$ cat src/rtl/tdm_mux.sv
// tdm_mux: parallel-to-serial time-division multiplexer.
// Captures an N-bit channel word and emits one channel bit per accepted beat,
// in index order 0..N-1, with the channel index on sel and frame markers.
module tdm_mux #(
  parameter int N = 16
) (
  input  logic                 clk,
  input  logic                 rst,
  input  logic [N-1:0]         inpt,
  input  logic                 in_valid,
  output logic                 in_ready,
  output logic                 out,
  output logic [$clog2(N)-1:0] sel,
  output logic                 out_valid,
  input  logic                 out_ready,
  output logic                 frame_start,
  output logic                 frame_end,
  output logic [7:0]           frame_count
);

  localparam int SW = $clog2(N);
  localparam logic [SW-1:0] last_sel = SW'(N - 1);

  typedef enum logic {
    IDLE = 1'b0,
    SEND = 1'b1
  } state_t;

  state_t       state;
  logic [N-1:0] shadow;
  logic         last_beat;
  logic         transfer;

  // Beat handshake decode; the last beat is the only point a new word may
  // enter while a frame is in flight.
  assign last_beat = (state == SEND) && (sel == last_sel);
  assign transfer  = (state == SEND) && out_ready;

  // Ready is combinational from out_ready so back-to-back frames need no bubble.
  assign in_ready = !rst && ((state == IDLE) || (last_beat && out_ready));

  // Outputs decoded from registered state only (frame markers are pure decodes).
  assign out_valid   = (state == SEND);
  assign out         = out_valid & shadow[sel];
  assign frame_start = out_valid && (sel == '0);
  assign frame_end   = last_beat;

  // Frame sequencer: word capture, channel counter and completed-frame count.
  // NOTE: every register here uses non-blocking assignment so all updates
  // see the same pre-edge values regardless of statement order.
  always_ff @(posedge clk) begin
    if (rst) begin
      // NOTE: shadow is an ordinary register, not a memory, so it is cleared
      // on reset to keep out at 0 and avoid leaking a stale word.
      state       <= IDLE;
      sel         <= '0;
      shadow      <= '0;
      frame_count <= 8'd0;
    end else begin
      case (state)
        IDLE: begin
          if (in_valid) begin
            shadow <= inpt;
            sel    <= '0;
            state  <= SEND;
          end
        end
        SEND: begin
          if (transfer) begin
            if (sel == last_sel) begin
              frame_count <= frame_count + 8'd1;
              sel         <= '0;
              if (in_valid) begin
                shadow <= inpt;
              end else begin
                state <= IDLE;
              end
            end else begin
              sel <= sel + 1'b1;
            end
          end
        end
        default: state <= IDLE;
      endcase
    end
  end

endmodule

$ cat config.mk
export PLATFORM = sky130hd
export DESIGN_NAME = tdm_mux
export DESIGN_NICKNAME = d
export VERILOG_FILES = /design/src/rtl/tdm_mux.sv
export SDC_FILE = /design/constraint.sdc
export NUM_CORES = 1
export LEC_CHECK = 0
export ABC_AREA = 1
export BUFFER_PORTS_ARGS = -buffer_cell sky130_fd_sc_hd__buf_2
export CORE_UTILIZATION = 56
export CTS_BUF_LIST = sky130_fd_sc_hd__clkbuf_16
export CTS_CLUSTER_SIZE = 10
export DETAILED_ROUTE_END_ITERATION = 6
export HOLD_SLACK_MARGIN = 0.08
export PLACE_DENSITY = 0.84
export RECOVER_POWER = 25
export REMOVE_ABC_BUFFERS = 1
export SLEW_MARGIN = 5
export SYNTH_ARGS = -nofsm -noshare
export SYNTH_HDL_FRONTEND = slang
export SYNTH_SLANG_ARGS = --single-unit
$ cat constraint.sdc
create_clock -name clk -period 3.1 [get_ports clk]
set_input_delay 0.155 -clock clk [delete_from_list [all_inputs] [get_ports clk]]
set_output_delay 0.155 -clock clk [all_outputs]
set_load 0.02 [all_outputs]
; ---- Word-level counts from Yosys, hierarchy flattened
; Cells that the tools add are included.
[word_totals]
input_bits = 20
wordCells = 38
ff_bits = 29
output_inout_bits = 17
[classes]
bitwise_logic = 2
mux = 14
n_reduce_logical = 11
n_addsub = 2
eq_ne = 4
magnitude_cmp = 1
[ops]
columns = operator, count
row1 = $mux W16, 3
row2 = $pmux W16 S2, 1
row3 = $mux W4, 3
row4 = $add A8 B1 Y8 const B, 1
row5 = $pmux W4 S2, 1
row6 = $logic_and A1 B1 Y1, 5
row7 = $lt A4 B5 Y1 const B, 1
row8 = $add A4 B1 Y4 const B, 1
row9 = $bmux W1 S4, 1
row10 = $eq A4 B4 Y1 const B, 1
row11 = $logic_not A4 Y1, 1
row12 = $mux W1, 4
row13 = $ne A2 B1 Y1 const B, 2
row14 = $reduce_and A2 Y1, 2
row15 = $reduce_and A3 Y1, 1
row16 = $ne A2 B2 Y1 const B, 1
row17 = $pmux W1 S2, 1
row18 = $and A1 B1 Y1, 1
row19 = $logic_not A1 Y1, 1
row20 = $logic_or A1 B1 Y1, 1
row21 = $not A1 Y1, 1

; ---- Depth between registers and ports, before layout
[depth]
ltp_word = 5
depth_mapped = 9
depth_no_buf = 9

; ---- Worst setup path before layout
; No wires, ideal clock.
[synth_path]
kind = flip-flop to output port
from = register sel[1]
to = output port out
path_stages_with_launch = 8
slack_ps = 1492
arrival_ps = 1453
path_buffers = 1
cell_sequence = dfxtp_1 > clkbuf_1 > inv_1 > nor2_1 > nand2_1 > nand3_1 > nand3_1 > a21oi_1
[synth_via]
elab_chain_cells = 3
[synth_lines]
columns = element, line_no
row1 = from (decl), 13  ; output logic [$clog2(N)-1:0] sel,
row2 = from (signal assigned), 79  ; sel <= sel + 1'b1;
row3 = $bmux W1 S4, 44  ; assign out = out_valid & shadow[sel];
row4 = $mux W1 (implied by the code), 44
row5 = $and A1 B1 Y1, 44
row6 = to (decl), 12  ; output logic out,
; No other way between the ends. The select of a mux whose other input is x is not followed.

; ---- Worst setup path after layout
[layout_path]
from = register sel[1]
to = output port in_ready
[layout_via]
elab_chain_cells = 5
[layout_lines]
columns = element, line_no
row1 = $eq A4 B4 Y1, 36  ; assign last_beat = (state == SEND) && (sel == last_sel);
row2 = $logic_and A1 B1 Y1, 36
row3 = $logic_and A1 B1 Y1, 40  ; assign in_ready = !rst && ((state == IDLE) || (last_beat && out_ready));
row4 = $logic_or A1 B1 Y1, 40
row5 = $logic_and A1 B1 Y1, 40
row6 = to (decl), 11  ; output logic in_ready,
; No other way between the ends.

==> summary.md <==
| Metric | Value |
|---|---|
| Status | `complete, no violations` |
| Complex-gate fraction of the synthesized area | `about 14%` |
| Yosys cell types | `23` |
| Ant diodes | `0` |
| Cells on worst reg2reg path | `8` |
| Critical Path Sink | `in_ready` |
| CTS buffer count | `5` |
| Clock Tree Root | `clkbuf_16` |
| Post-CTS Setup Inserts | `0` |
| Total core area | `~2500 µm²` |
| Crit path launch type | `flip-flop` |
| HPWL after detailed placement | `between 2000 and 2500 µm` |
| Critical Path, Cell by Cell | `ha_1 > nand2_2 > nor2_4 > nand2_4 > inv_1 > nor2_1 > nor2_1 > buf_2` |
| Least-Margin Pin Slew | `between 0.5 and 0.6 ns` |
| Die width | `roughly 53 µm` |
| Final worst slack | `1.12 ns` |
| Hold buffers post-CTS | `0` |
| Largest family of logic cells by synthesized area | `simple AND/OR/NAND/NOR gates` |
| Most common cell after layout, fill and taps aside | `nor2_1` |
| Synth-to-layout area growth | `21.2%` |
| CP max-delay cell | `dfxtp_1` |
| Starting DRC count in detailed routing | `32` |
| Hold Crit Class | `primary input to flip-flop` |
| Total Nets Final | `roughly 280` |
| Setup TNS | `0 ns` |
| H-tree levels | `2` |
| GRT overflow | `0` |
| Clock sinks | `29` |
| Synth Cell Area | `around 1400 µm²` |
| Mux contribution to synthesized area | `0%` |
| Reg-to-reg startpoint | `sel[1]` |
| Simple-Gate Fraction of Synth Area | `a little under a third` |
| Final period utilization | `about 64%` |
| Warnings from Yosys | `0` |
| Vias | `between 1,000 and 1,500` |
| Routed WL per cell | `about 11 µm` |
| Max cap viols | `0` |
| GRT Util Overall | `24.9%` |
| Synthesized area per cell | `about 6.6 µm²` |
| Die area | `between 2000 and 3000 µm²` |
| Max-slew violation count | `0` |
| Initial core utilization | `just under 60%` |
| RePlAce Congestion | `0.856` |
| Final WL | `between 3000 and 4000 µm` |
| CP Launch Point | `sel[1]` |
| Synth Register Bits | `29` |
| Power Dens Cells | `534 nW/µm²` |
| Adder-cell area share of the yosys netlist | `about 2.6%` |
| Reg2Reg Setup Slack | `approximately 1.2 ns` |
| CTS clk-pin slew, worst paths | `approximately 0.050 ns` |
| Final Skew | `~0.0031 ns` |
| PortBufs | `36` |
| Antenna violations before repair | `0` |
| Commonest non-fill, non-tap cells in the layout | `52 x nor2_1, 36 x inv_1, 35 x nand2_1` |
| Syn Inst Count | `218` |
| Vias per std cell | `~5` |
| RSZ-0062 raised after global routing | `false` |
| Worst ir drop on vdd | `0.593 mV` |
| Static Leak | `around 0.85 nW` |
| Most frequent CP cell | `nor2_1` |
| Die Y | `~53 µm` |
| Final hold viol count | `0` |
| Top-Level Pins | `37` |
| CTS max path bufs | `2` |
| Setup CP Type | `flip-flop to output port` |
| # setup viols final | `0` |
| Slowest Stage Delay on Critical Path | `approximately 0.53 ns` |
| CTS tree | `yes` |
| Detailed Routing Iterations Pass 1 | `4` |
| First-pass GRT wire length | `around 5000 µm` |
| Pre-CTS setup slack | `between 1 and 1.5 ns` |
| Vias in the first global route | `1,204` |
| Pin count of the biggest net entering global routing | `26` |
| Post-DRT Antenna Nets | `0` |
| Post-CTS Resized | `0` |
| Slew margin rel. | `60.3%` |
| Xor and xnor area share after synthesis | `less than 1%` |
| Share of the yosys chip area belonging to registers | `between 40% and 50%` |
| RR Endpoint | `shadow[13]` |
| Final min period | `a little under 2 ns` |
| Clock latency on the worst-skew pair | `about 0.27 ns` |
| Share of layout cells above drive strength 1 | `between 10% and 20%` |
| Post-route DRC | `0` |
| Achievable Freq | `505 MHz` |
| Crit path DAT | `1.82 ns` |
| Rows | `18` |
| WP data required | `around 2.9 ns` |
| Crit path max fanout | `11` |
| Crit end category | `output port` |
layer usage:
layer	global-route usage, %	share of wire, %	routed length [µm]
met2	40.5	45	1360
met1	31.0	50	1520
met3	6.09	3.6	108
met5	0	0	0
met4	10.5	1.7	53
worst min path at each step:
| stage | end | from | slack (ns) | cells past startpoint |
|---|---|---|---|---|
| finish | shadow[12] | inpt[12] | 0.11 | 3 |
| detailed placement | shadow[2] | inpt[2] | 0.38 | 3 |
| global route | shadow[14] | inpt[14] | 0.12 | 3 |
| floorplan | frame_count[6] | rst | 0.22 | 1 |
| global placement | shadow[3] | inpt[3] | 0.38 | 3 |
| CTS | shadow[12] | inpt[12] | 0.11 | 3 |
critical path, delay by kind of cell (launching register included):
kind                       cells  cell delay (ns)
adders and majority gates      1             0.25
buffers and inverters          2             0.32
DFF                            1             0.53
and+or+nand+nor                5             0.45
synth_stat cells (all sizes together):
cell | number | area (µm²)
clkbuf | 2 | 7.51
o211ai | 2 | 15.0
a21oi | 9 | 45.0
dfxtp | 29 | 581
nand4 | 1 | 6.26
o21bai | 1 | 7.51
nand3 | 16 | 80.1
nor3 | 1 | 5.00
a21boi | 1 | 18.8
buf | 5 | 35.0
xor2 | 1 | 8.76
ha | 3 | 37.5
o21ai | 23 | 115
inv | 34 | 128
nor2 | 53 | 206
nand2 | 37 | 149
kinds of logic after synthesis:
family	count (synthesis)
flip-flops	29
AND/OR/NAND/NOR	108
adder cells (fa/ha/maj)	3
AO/OA/AOI/OAI	36
buffers and inverters	41
XOR/XNOR	1
through the flow:
step           hold WS [ns]  power, mW  instance area (µm²)  cells  utilization, %
2_1_floorplan         0.224      0.471                 1400    211               -
3_3_place_gp          0.375      0.503                 1630    278            66.3
3_5_place_dp          0.382      0.505                 1630    278            66.3
4_1_cts               0.112      0.937                 1760    286            71.9
5_1_grt               0.121      0.973                 1750    286            71.4
6_report              0.108      0.935                 1750    286            71.4
flip-flops by register name, summed over array words and instances, names as in the netlist:
name / flops
shadow: 16
frame_count: 8
sel: 4
out_valid: 1
cell type report:
type	instances	area, µm²
clock inverters	3	11.3
well taps	30	37.5
flip-flops and latches	29	581
fillers	228	703
clock buffers	5	125
repair buffers	37	175
multi-input cells	148	694
inverters	34	128
report_power, final:
group	internal (mW)	switching, mW
logic	0.0364	0.0598
registers	0.392	0.0105
clock network	0.287	0.149
(Power assumes the default switching activity.)
